`config.mk`:
```
export PLATFORM = sky130hd
export DESIGN_NAME = ftdi_fifo_bridge
export DESIGN_NICKNAME = d
export VERILOG_FILES = /design/src/rtl/ftdi_fifo_bridge.sv
export SDC_FILE = /design/constraint.sdc
export NUM_CORES = 1
export LEC_CHECK = 0
export BUFFER_PORTS_ARGS = -buffer_cell sky130_fd_sc_hd__buf_2
export CORE_ASPECT_RATIO = 0.9
export CORE_MARGIN = 3
export CORE_UTILIZATION = 60
export DETAILED_ROUTE_END_ITERATION = 10
export PLACE_DENSITY_LB_ADDON = 0.12
export RECOVER_POWER = 50
export SLEW_MARGIN = 20
export SYNTH_ARGS = -nofsm -noshare
export SYNTH_HDL_FRONTEND = slang
export SYNTH_HIERARCHICAL = 1
export SYNTH_SLANG_ARGS = --single-unit
```
`constraint.sdc`:
```
create_clock -name clock -period 5.8 [get_ports clock]
set_clock_uncertainty 0.15 [all_clocks]
set_input_delay 1.16 -clock clock [delete_from_list [all_inputs] [get_ports clock]]
set_output_delay 1.16 -clock clock [all_outputs]
set_load 0.01 [all_outputs]
```
`src/rtl/ftdi_fifo_bridge.sv`:
```
// Bridges an FTDI synchronous-style FIFO bus to user valid/ready RX and TX streams through two FWFT FIFOs.
// Bus transfers cost RD_CYC or 1+WR_CYC strobe clocks plus PRE_CYC recovery; a full RX or empty TX FIFO blocks that direction.
module ftdi_fifo_bridge #(
  parameter int DATA_W  = 8,
  parameter int DEPTH   = 16,
  parameter int RD_CYC  = 4,
  parameter int WR_CYC  = 4,
  parameter int PRE_CYC = 3
) (
  input  logic                     clock,
  input  logic                     reset_n,
  input  logic                     en,
  input  logic                     rxf_n,
  input  logic                     txe_n,
  input  logic [DATA_W-1:0]        adbus_in,
  output logic [DATA_W-1:0]        adbus_out,
  output logic                     adbus_oe,
  output logic                     ftdi_rd_n,
  output logic                     ftdi_wr_n,
  output logic [DATA_W-1:0]        rx_data,
  output logic                     rx_valid,
  input  logic                     rx_ready,
  input  logic [DATA_W-1:0]        tx_data,
  input  logic                     tx_valid,
  output logic                     tx_ready,
  output logic [$clog2(DEPTH):0]   rx_count,
  output logic [$clog2(DEPTH):0]   tx_count
);
  localparam int AW    = $clog2(DEPTH);
  localparam int MAXRW = (RD_CYC > WR_CYC) ? RD_CYC : WR_CYC;
  localparam int MAXC  = (MAXRW > PRE_CYC) ? MAXRW : PRE_CYC;
  localparam int CNT_W = $clog2(MAXC + 1);
  localparam logic [AW:0] FULL = (AW+1)'(DEPTH);

  typedef enum logic [2:0] {IDLE, RD_STROBE, RD_HOLD, WR_SETUP, WR_STROBE, WR_HOLD} state_t;

  state_t             state, state_next;
  logic [CNT_W-1:0]   cnt;
  logic [1:0]         rxf_sync, txe_sync;
  logic               rxf_s, txe_s;
  logic               last_grant;
  logic [DATA_W-1:0]  wr_dat, tx_head;
  logic               rd_ok, wr_ok, rd_last, wr_last, pre_last;

  always_ff @(posedge clock or negedge reset_n) begin
    if (!reset_n) begin
      rxf_sync <= 2'b11;
      txe_sync <= 2'b11;
    end else begin
      rxf_sync <= {rxf_sync[0], rxf_n};
      txe_sync <= {txe_sync[0], txe_n};
    end
  end

  assign rxf_s    = rxf_sync[1];
  assign txe_s    = txe_sync[1];
  assign rd_ok    = en && !rxf_s && (rx_count < FULL);
  assign wr_ok    = en && !txe_s && (tx_count != '0);
  assign rd_last  = (state == RD_STROBE) && (cnt == CNT_W'(RD_CYC - 1));
  assign wr_last  = (state == WR_STROBE) && (cnt == CNT_W'(WR_CYC - 1));
  assign pre_last = (cnt == CNT_W'(PRE_CYC - 1));
  assign rx_valid = (rx_count != '0);
  assign tx_ready = (tx_count != FULL);

  always_ff @(posedge clock or negedge reset_n) begin
    if (!reset_n) state <= IDLE;
    else          state <= state_next;
  end

  always_comb begin
    state_next = state;
    case (state)
      // last_grant=1 means the previous grant went to the write side
      IDLE:      if (rd_ok && (!wr_ok || last_grant)) state_next = RD_STROBE;
                 else if (wr_ok)                      state_next = WR_SETUP;
      RD_STROBE: if (rd_last)  state_next = RD_HOLD;
      RD_HOLD:   if (pre_last) state_next = IDLE;
      WR_SETUP:  state_next = WR_STROBE;
      WR_STROBE: if (wr_last)  state_next = WR_HOLD;
      WR_HOLD:   if (pre_last) state_next = IDLE;
      default:   state_next = IDLE;
    endcase
  end

  always_comb begin
    ftdi_rd_n = 1'b1;
    ftdi_wr_n = 1'b1;
    adbus_oe  = 1'b0;
    adbus_out = wr_dat;
    case (state)
      RD_STROBE: ftdi_rd_n = 1'b0;
      WR_SETUP:  adbus_oe  = 1'b1;
      WR_STROBE: begin adbus_oe = 1'b1; ftdi_wr_n = 1'b0; end
      WR_HOLD:   adbus_oe  = 1'b1;
      default:   ;
    endcase
  end

  // wr_dat latches the TX head at grant so the bus stays stable after the pop
  always_ff @(posedge clock or negedge reset_n) begin
    if (!reset_n) begin
      cnt        <= '0;
      last_grant <= 1'b1;
      wr_dat     <= '0;
    end else begin
      cnt <= (state_next != state) ? '0 : cnt + CNT_W'(1);
      if (state == IDLE && state_next == RD_STROBE) last_grant <= 1'b0;
      if (state == IDLE && state_next == WR_SETUP) begin
        last_grant <= 1'b1;
        wr_dat     <= tx_head;
      end
    end
  end

  ftdi_fifo_bridge_fifo #(.DATA_W(DATA_W), .DEPTH(DEPTH)) u_rx_fifo (
    .clock     (clock),
    .reset_n   (reset_n),
    .push      (rd_last),
    .push_data (adbus_in),
    .pop       (rx_valid && rx_ready),
    .head      (rx_data),
    .count     (rx_count)
  );

  ftdi_fifo_bridge_fifo #(.DATA_W(DATA_W), .DEPTH(DEPTH)) u_tx_fifo (
    .clock     (clock),
    .reset_n   (reset_n),
    .push      (tx_valid && tx_ready),
    .push_data (tx_data),
    .pop       (wr_last),
    .head      (tx_head),
    .count     (tx_count)
  );
endmodule

// First-word-fall-through FIFO; head is valid combinationally whenever count is non-zero.
// Zero-latency read, one-clock write; callers must not push when full or pop when empty.
module ftdi_fifo_bridge_fifo #(
  parameter int DATA_W = 8,
  parameter int DEPTH  = 16
) (
  input  logic                   clock,
  input  logic                   reset_n,
  input  logic                   push,
  input  logic [DATA_W-1:0]      push_data,
  input  logic                   pop,
  output logic [DATA_W-1:0]      head,
  output logic [$clog2(DEPTH):0] count
);
  localparam int AW = $clog2(DEPTH);

  logic [DATA_W-1:0] mem [DEPTH];
  logic [AW:0]       wr_ptr, rd_ptr;

  always_ff @(posedge clock or negedge reset_n) begin
    if (!reset_n) begin
      wr_ptr <= '0;
      rd_ptr <= '0;
    end else begin
      if (push) wr_ptr <= wr_ptr + (AW+1)'(1);
      if (pop)  rd_ptr <= rd_ptr + (AW+1)'(1);
    end
  end

  always_ff @(posedge clock) begin
    if (push) mem[wr_ptr[AW-1:0]] <= push_data;
  end

  assign head  = mem[rd_ptr[AW-1:0]];
  assign count = wr_ptr - rd_ptr;
endmodule

```
==> results.toml, run 1 <==
[power_and_ir_drop]
peakVddDrop_uv = 282.7
p_leak_nw = 4.764
p_per_area_nw_per_um2 = 486.4
p_total_mw = 6.605

[synth]
synth_edf_count = 256
ys_seq_area_share_pct = 70.74
synth-seq-cells = 295
yosysWarnings = 6
ys.flop_type = "edfxtp_1"
syn_area_um2 = 12260
synth_common_cells = "edfxtp_1 (256), mux2i_1 (49), dfrtp_1 (34), mux4_2 (34), nor2_1 (34)"
synthesis.nets = 722
yosys-top-cells-area = "edfxtp_1 (63%), dfrtp_1 (6.9%), mux4_2 (6.2%)"
syn_inst = 676
yosys.area.top_type_share_pct = 62.73
ys_async_sr_fraction_pct = 13.22
synth.avg_cell_area_um2 = 18.13
ys_types = 47
synth.most_common_cell = "edfxtp_1"
synth_area_leader_cell = "edfxtp_1"

[final_layout]
drive_gt1_share_pct = 19.26
fill_cells = 1295
fin_util_pct = 69.14
regArea_um2 = 8673
fin_cells = 1003
design_area_um2 = 13580
multi_input_area_um2 = 3274
n_antenna_cell = 0
nets = 777
syn2layout_area_growth_pct = 10.79

[sta]
setup_viol = 0
fin_crit_sh_pct = 76.49
finalWorstPathRequiredPeriod_ns = 4.436
whs_ns = 0.2114
rsz0062_at_grt = "no"
setup_tns_ns = 0
report.final.slew_viol_count = 40
fmax_mhz = 225.4
relSlewSlack_pct = -45.90
tightestPinTransition_ns = 2.189
setup_ws_ns = 1.364
final-hold-violation-count = 0

[global_route]
use_met1_pct = 36.45
gr-usage-all-layers_pct = 23.09
grt_use_met2_pct = 33.66
antenna_found_initial = 1
grt_pass1_wl_mm = 38.43
overflow = 0
busiest_layer = "met1"
grt_pass1_vias = 6448
grt_max_degree = 44
use_met3_pct = 5.672

[status]
outcome = "finished with violations"
violations = "max-capacitance violations, max-slew violations"

[cts]
cts_root_buf = "clkbuf_16"
htreeDepth = 1
cts_setup_buffers = 0
clk_path_buf_depth = 3
cts_buffers = 28
ctsHoldBuffers = 0
clock-sinks = 295
clk_pin_slew_ns = 0.06
cts_resized = 0
clock_latency_ns = 0.53
cts_tree = "yes"

[worst_hold_path]
hp-start = "txe_sync[0]$_DFF_PN1_"
min_path_type = "reg -> reg"
min_path_cells = 0
min_to = "txe_sync[1]$_DFF_PN1_"

[setup_path]
cp_max_fo = 30
cp.required_ns = 4.49
end_kind = "output port"
worstReg2RegEnd = "u_tx_fifo/mem[15][0]$_DFFE_PP_"
crit_arrival_ns = 3.13
worstReg2RegStart = "u_tx_fifo/rd_ptr[1]$_DFFE_PN0P_"
r2r_cells = 9
critical_path_class = "reg -> out"
r2r_setup_slack_ns = 1.66
setup.worst_path.start_class = "flip-flop"

[route]
avgRoutedWirePerCell_um = 24.80
via_per_inst = 6.297
vias = 6316
drc = 0
ant_nets = 0
drtIter0Drc = 508
routed_wl_mm = 24.87
dr.pass1.iters = 5

[floorplanning]
ios = 54
initial_core_util_pct = 62.40
die_x_um = 156.7
die_y_um = 141.6
die-area_um2 = 22180
core_area_um2 = 19640
rows = 48

[placement]
preCtsSetupSlack_ns = 1.419
dpl_cell_area_um2 = 12630
gp_congestion = 0.8537
dp_hpwl_mm = 16.26
dp.cells = 951
io_buffers = 53

[run]
max-cap-violations = 1
## per-layer routing
metal | up-vias | wire length [um]
li1 | 2758 | -
met1 | 3272 | 11100
met2 | 249 | 11200
met3 | 35 | 2118
met4 | 2 | 442
met5 | - | 7
## layout make-up
class                           count  share of cell area, %
Tap cell                          250                  2.304
Sequential cell                   295                  63.88
Multi-Input combinational cell    328                  24.12
Clock inverter                     14                  1.253
Clock buffer                       38                  5.815
Inverter                           19                 0.5252
Timing Repair Buffer               59                  2.110
## where the power goes
group	internal [mW]	total, mW	switching, mW
clock network	1.13	1.87	0.742
logic	0.893	1.96	1.07
registers	2.52	2.77	0.255
total	4.54	6.60	2.06
## state kept, by name, indices dropped and copies added (netlist names)
register	count
u_tx_fifo/rd_ptr	5
u_tx_fifo/mem	128
rxf_sync	2
state	3
u_rx_fifo/rd_ptr	5
cnt	3
u_rx_fifo/mem	128
u_tx_fifo/wr_ptr	5
u_rx_fifo/wr_ptr	5
txe_sync	2
last_grant	1
adbus_out	8
## logic make-up after synthesis
logic type                 share of synthesized area, %
DFF                                               70.74
adders and majority gates                         2.471
AOI/OAI and AO/OA                                 3.921
and+or+nand+nor                                   4.278
buffers and inverters                             2.644
muxes                                             14.23
xor gates and xnor gates                          1.715
## worst max-delay path: stages (launching register included)
cell and delay (ns):
dfrtp_2 0.93, ha_1 0.28, inv_1 0.06, fa_1 0.39, a21o_1 0.17, a21oi_1 0.17, xnor2_1 0.17, nor3_1 0.21
nand2_1 0.08, buf_2 0.14
## worst max path at each step
stage / end / start
floorplan: u_tx_fifo/mem[3][0]$_DFFE_PP_ / u_tx_fifo/rd_ptr[1]$_DFFE_PN0P_
global placement: u_tx_fifo/mem[3][2]$_DFFE_PP_ / u_tx_fifo/rd_ptr[1]$_DFFE_PN0P_
detailed placement: u_tx_fifo/mem[3][3]$_DFFE_PP_ / u_tx_fifo/rd_ptr[1]$_DFFE_PN0P_
CTS: rx_valid / u_rx_fifo/rd_ptr[0]$_DFFE_PN0P_
global route: rx_valid / u_rx_fifo/rd_ptr[0]$_DFFE_PN0P_
finish: rx_valid / u_rx_fifo/rd_ptr[0]$_DFFE_PN0P_
## layout by cell type (no fill, tap or decap), types with 16 or more instances in the layout
cell type  synthesis  final
nor2_1            34     33
dfrtp_1           34     31
edfxtp_1         256    256
nand2_1           26     26
clkbuf_1           8     25
xnor2_1           16     16
o21ai_1           22     22
o21ai_0           16     16
clkbuf_16          0     29
buf_2             14     34
inv_1             19     19
ha_1              21     21
mux4_2            34     34
mux2i_1           49     49
(Power assumes the default switching activity.)
==> run 2: changes to the inputs <==
--- a/config.mk
+++ b/config.mk
@@ -8,7 +8,7 @@
 export BUFFER_PORTS_ARGS = -buffer_cell sky130_fd_sc_hd__buf_2
 export CORE_ASPECT_RATIO = 0.9
 export CORE_MARGIN = 3
-export CORE_UTILIZATION = 60
+export CORE_UTILIZATION = 55
 export DETAILED_ROUTE_END_ITERATION = 10
 export PLACE_DENSITY_LB_ADDON = 0.12
 export RECOVER_POWER = 50
==> constraint.sdc (replaced) <==
create_clock -name clock -period 4 [get_ports clock]
set_clock_uncertainty 0.15 [all_clocks]
set_input_delay 0.8 -clock clock [delete_from_list [all_inputs] [get_ports clock]]
set_output_delay 0.8 -clock clock [all_outputs]
set_load 0.01 [all_outputs]
==> run 2 against run 1 <==
Net effect:
- the flow still finishes with violations (max-capacitance violations, max-slew violations)
- global-route usage decreased by 2.3 points
- hold slack got worse by 0.0049 ns
- final cell count increased by 6.2%
- highest routed layer is now met4
- setup slack got worse by 0.99 ns
- critical path depth increased by 1
- largest cell class unchanged
- non-clock buffer count increased by 20
- combinational power increased by 52%
- largest power group unchanged
- clock power increased by 59%
- via count decreased by 0.68%
- sequential share of layout area decreased by 1.4 points
==> results.toml, run 2 (synthesized netlist as in run 1, its figures left out) <==
[placement]
io_buffers = 53
dp_hpwl_mm = 15.98
dpl_cell_area_um2 = 12840
gp_congestion = 0.8326

[cts]
cts_setup_buffers = 0
cts_root_buf = "clkbuf_16"
clock_latency_ns = 0.55
ctsHoldBuffers = 0
htreeDepth = 1
clk_path_buf_depth = 3
clock-sinks = 295
cts_resized = 0
clk_pin_slew_ns = 0.06
cts_buffers = 29
cts_tree = "yes"

[run]
max-cap-violations = 1

[final_layout]
fin_util_pct = 63.76
drive_gt1_share_pct = 20.54
design_area_um2 = 13870
syn2layout_area_growth_pct = 13.20
final_common_cell = "edfxtp_1"
fill_cells = 1565
n_antenna_cell = 0
nets = 798
final_cell_mix = "edfxtp_1 (256), mux2i_1 (49), nor2_1 (34), mux4_2 (34), dfrtp_1 (32)"

[power_and_ir_drop]
netSwitchingFraction_pct = 30.84
power_frac_seq_pct = 39.6
switchingPower_mw = 3.041
pwr-share-clk_pct = 30.2
peakVddDrop_uv = 419.7
power_frac_comb_pct = 30.2
p_leak_nw = 4.902
p_per_area_nw_per_um2 = 710.8
p_int_mw = 6.820

[sta]
fin_crit_sh_pct = 90.77
relSlewSlack_pct = -49.38
fmax_mhz = 275.4
setup_tns_ns = 0
setup_viol = 0
rsz0062_at_grt = "no"
report.final.slew_viol_count = 40
tightestPinTransition_ns = 2.241
finalWorstPathRequiredPeriod_ns = 3.631
final-hold-violation-count = 0

[route]
via_per_inst = 5.890
ant_nets = 0
drc = 0
routed_wl_mm = 24.43
avgRoutedWirePerCell_um = 22.94
dr.pass1.iters = 5
vias = 6273
drtIter0Drc = 545

[status]
violations = "max-capacitance violations, max-slew violations"
outcome = "finished with violations"

[floorplanning]
die-area_um2 = 24110
die_y_um = 147.6
initial_core_util_pct = 56.32
die_x_um = 163.4
core_area_um2 = 21760
rows = 51
ios = 54

[global_route]
antenna_found_initial = 0
grt_max_degree = 44
gr-usage-all-layers_pct = 20.81
grt_pass1_wl_mm = 37.87
grt_pass1_vias = 6460
overflow = 0

[setup_path]
critical-path-max-stage-delay_ns = 0.44
crit_arrival_ns = 2.68
setup.worst_path.start_class = "flip-flop"
cp.required_ns = 3.05
cp_cell_sequence = "inv_1 -> ha_1 -> inv_1 -> fa_1 -> a21o_1 -> a21oi_1 -> xnor2_1 -> nor3_1 -> nand2_1 -> buf_2"
end_kind = "output port"
crit_buf_inv = 3
cp_max_fo = 5
crit_slowest_cell = "dfrtp_1"
cpLargestDelayFamily = "adder cells"
critical_path_class = "reg -> out"
cp_common_cell = "inv_1"

[worst_hold_path]
min_path_type = "reg -> reg"
## run 2: changes by cell type in the layout (fill, tap and decap cells not counted), sizes merged
cell,delta
buf,+16
bufinv,+4
clkbuf,-2
clkinvlp,+2
inv,+1
## run 2: layout make-up
cell class	count	area (um^2)	area share, %
Sequential cell	295	8672	62.51
Clock buffer	32	737.0	5.312
Timing Repair Buffer	79	444.2	3.202
Inverter	19	71.32	0.5141
Multi-Input combinational cell	328	3262	23.51
Tap cell	291	364.1	2.624
Clock inverter	21	322.8	2.327
## run 2: power by group through the flow
stage	Combinational, mW	Sequential, mW	Clock [mW]
4_1_cts	3.00	3.90	3.04
2_1_floorplan	2.29	3.84	0
5_1_grt	3.25	3.94	3.16
6_report	2.98	3.90	2.98
3_5_place_dp	2.99	3.96	0
3_3_place_gp	2.94	3.94	0
## run 2: final timing paths
check                      cells past startpoint                       startpoint  slack (ns)                              end
max                                           10  u_rx_fifo/wr_ptr[0]$_DFFE_PN0P_        0.37                         rx_valid
min                                            0            txe_sync[0]$_DFF_PN1_        0.21            txe_sync[1]$_DFF_PN1_
max reg2reg                                   11  u_tx_fifo/wr_ptr[0]$_DFFE_PN0P_        0.52    u_tx_fifo/mem[7][1]$_DFFE_PP_
min reg2reg                                    0            txe_sync[0]$_DFF_PN1_        0.21            txe_sync[1]$_DFF_PN1_
max in group asynchronous                      1                          reset_n        1.49  u_tx_fifo/rd_ptr[0]$_DFFE_PN0P_
min in group asynchronous                      1                          reset_n        0.76               state[2]$_DFF_PN0_
## run 2: layer usage
layer	track usage (%)	routed length (um)	vias up
met5	0	0	-
met4	3.848	394	0
met3	3.362	1601	30
met2	31.00	10750	192
met1	33.41	11680	3254
li1	-	-	2797
## run 2: metrics by stage
step | total power [mW] | worst slack [ns] | hold slack (ns) | std cells
after global routing | 10.36 | 0.1432 | 0.1901 | 1065
after detailed placement | 6.955 | 0.5339 | 0.1991 | 1012
after CTS | 9.941 | 0.3183 | 0.1883 | 1065
after global placement | 6.878 | 0.7374 | 0.2006 | 1012
final | 9.862 | 0.3691 | 0.2065 | 1065
after floorplan | 6.135 | 0.3270 | 0.1952 | 676
==> run 3: changes to the inputs <==
--- a/config.mk
+++ b/config.mk
@@ -5,10 +5,11 @@
 export SDC_FILE = /design/constraint.sdc
 export NUM_CORES = 1
 export LEC_CHECK = 0
+export ABC_AREA = 1
 export BUFFER_PORTS_ARGS = -buffer_cell sky130_fd_sc_hd__buf_2
 export CORE_ASPECT_RATIO = 0.9
 export CORE_MARGIN = 3
-export CORE_UTILIZATION = 55
+export CORE_UTILIZATION = 56
 export DETAILED_ROUTE_END_ITERATION = 10
 export PLACE_DENSITY_LB_ADDON = 0.12
 export RECOVER_POWER = 50
==> run 3 against run 2 <==
Net effect:
- the run still ends with max-capacitance violations, max-slew violations left
- sequential power is 2% lower
- critical path depth is 2 lower
- critical endpoint is now tx_ready
- setup slack better by 0.14 ns
- sequential share of layout area is 4.0 points lower
==> results.toml, run 3 <==
[status]
outcome = "finished with violations"
violations = "max-capacitance violations, max-slew violations"

[power_and_ir_drop]
p_per_area_nw_per_um2 = 661.8
p_total_mw = 9.806
power_frac_comb_pct = 33.9
pwr-share-clk_pct = 27.2
peakVddDrop_uv = 591.7
p_int_mw = 6.206
netSwitchingFraction_pct = 36.72
p_leak_nw = 6.768
power_frac_seq_pct = 38.9
switchingPower_mw = 3.600

[setup_path]
critical_path_class = "reg -> out"
critical-path-max-stage-delay_ns = 0.59
cp_cell_sequence = "inv_2 -> ha_1 -> a21oi_1 -> nand2_1 -> xor2_1 -> nor2_1 -> nand3_1 -> buf_2"
crit_arrival_ns = 2.54
cp.required_ns = 3.05
end_kind = "output port"
crit_slowest_cell = "dfrtp_1"
setup.worst_path.start_class = "flip-flop"
cp_max_fo = 12
crit_buf_inv = 2
cpLargestDelayFamily = "flip-flops"

[synth]
synth_edf_count = 256
synth_area_leader_cell = "edfxtp_1"
yosys.area.top_type_share_pct = 57.10
synthesis.nets = 1425
synth.most_common_cell = "nand2_1"
yosys-top-cells-area = "edfxtp_1 (57%), nand2_1 (13%), inv_1 (7.6%)"
syn_area_um2 = 13460
ys_types = 25
synth.avg_cell_area_um2 = 9.764
syn_inst = 1379
synth-seq-cells = 295
ys.flop_type = "edfxtp_1"
synth_common_cells = "nand2_1 (458), inv_1 (272), edfxtp_1 (256), nand3_1 (172), nor2_1 (51)"
ys_seq_area_share_pct = 64.39
yosysWarnings = 6
ys_async_sr_fraction_pct = 13.22

[sta]
rsz0062_at_grt = "no"
finalWorstPathRequiredPeriod_ns = 3.490
setup_ws_ns = 0.5098
setup_tns_ns = 0
setup_viol = 0
report.final.slew_viol_count = 40
fin_crit_sh_pct = 87.26
relSlewSlack_pct = -63.71
tightestPinTransition_ns = 2.456
fmax_mhz = 286.5
final-hold-violation-count = 0

[route]
drtIter0Drc = 898
drc = 0
avgRoutedWirePerCell_um = 17.35
routed_wl_mm = 30.36
met1_length_mm = 14.20
via_per_inst = 5.222
top_layer = "met4"
wl_met3_mm = 2.479
dr_wl_met2_mm = 13.12
ant_nets = 0
vias = 9138
dr.pass1.iters = 5

[run]
max-cap-violations = 1

[placement]
gp_congestion = 0.9084
preCtsSetupSlack_ns = 0.6342
io_buffers = 53
dpl_cell_area_um2 = 13880
dp_hpwl_mm = 19.51

[cts]
htreeDepth = 1
clk_pin_slew_ns = 0.06
clock-sinks = 295
cts_setup_buffers = 0
clock_latency_ns = 0.54
cts_tree = "yes"
clk_path_buf_depth = 3
ctsHoldBuffers = 0
cts_resized = 0
cts_buffers = 30
cts_root_buf = "clkbuf_16"

[final_layout]
drive_gt1_share_pct = 7.464
fin_util_pct = 63.12
final_cell_mix = "nand2_1 (458), inv_1 (272), edfxtp_1 (256)"
syn2layout_area_growth_pct = 10.05
nets = 1469
fill_cells = 1951
final_common_cell = "nand2_1"
design_area_um2 = 14820

[floorplanning]
initial_core_util_pct = 57.36
die_y_um = 153.1
rows = 53
die-area_um2 = 25940
die_x_um = 169.4
core_area_um2 = 23480
ios = 54

[global_route]
gr-usage-all-layers_pct = 23.57
grt_pass1_vias = 8511
overflow = 0
antenna_found_initial = 0
grt_max_degree = 69
grt_pass1_wl_mm = 47.19

[worst_hold_path]
min_path_type = "in -> reg"
==> run 3: power groups by stage <==
stage	Combinational, mW	Sequential (mW)	Clock, mW
global placement	3.26	3.87	0
finish	3.33	3.81	2.67
CTS	3.32	3.81	2.72
global route	3.73	3.84	2.85
floorplan	2.31	3.82	0
detailed placement	3.29	3.87	0
==> run 3: area by class of cell <==
type	instances	area, um^2	area share (%)
multi-input cells	754	3452	23.30
inverters	281	1056	7.127
flip-flops and latches	295	8672	58.53
well taps	302	377.9	2.550
clock inverters	14	91.34	0.6165
diodes	1	2.502	0.01689
clock buffers	42	867.1	5.852
repair buffers	61	297.8	2.010
==> run 3: stage by stage <==
stage | hold WS (ns) | instances
floorplan | 0.1952 | 1379
global placement | 0.1986 | 1693
detailed placement | 0.2026 | 1693
CTS | 0.1822 | 1749
global route | 0.1793 | 1749
finish | 0.2045 | 1750
==> run 3: layer usage <==
metal	global-route usage [%]	vias to the layer above
met5	0	-
met4	4.945	0
met3	3.465	38
met2	34.16	359
met1	38.23	4324
li1	-	4417
==> run 3: final timing paths <==
check | from | end | slack [ns] | depth (start not counted)
max in group asynchronous | reset_n | u_tx_fifo/rd_ptr[0]$_DFFE_PN0P_ | 1.26 | 1
max reg2reg | u_tx_fifo/rd_ptr[0]$_DFFE_PN0P_ | adbus_out[3]$_DFFE_PN0P_ | 0.54 | 11
max | u_tx_fifo/rd_ptr[2]$_DFFE_PN0P_ | tx_ready | 0.51 | 8
min reg2reg | rxf_sync[0]$_DFF_PN1_ | rxf_sync[1]$_DFF_PN1_ | 0.21 | 0
min | rxf_n | rxf_sync[0]$_DFF_PN1_ | 0.20 | 1
min in group asynchronous | reset_n | u_rx_fifo/wr_ptr[1]$_DFFE_PN0P_ | 0.86 | 1
==> run 3: cells by family (layout without fill, tap and decap cells) <==
group	after synthesis	count (layout)	synth area share (%)
AO/OA/AOI/OAI	11	11	0.4274
buffers and inverters	330	398	9.971
other	0	1	0
flip-flops	295	295	64.39
AND/OR/NAND/NOR	696	696	21.40
adder cells (fa/ha/maj)	23	23	2.249
XOR/XNOR	24	24	1.561
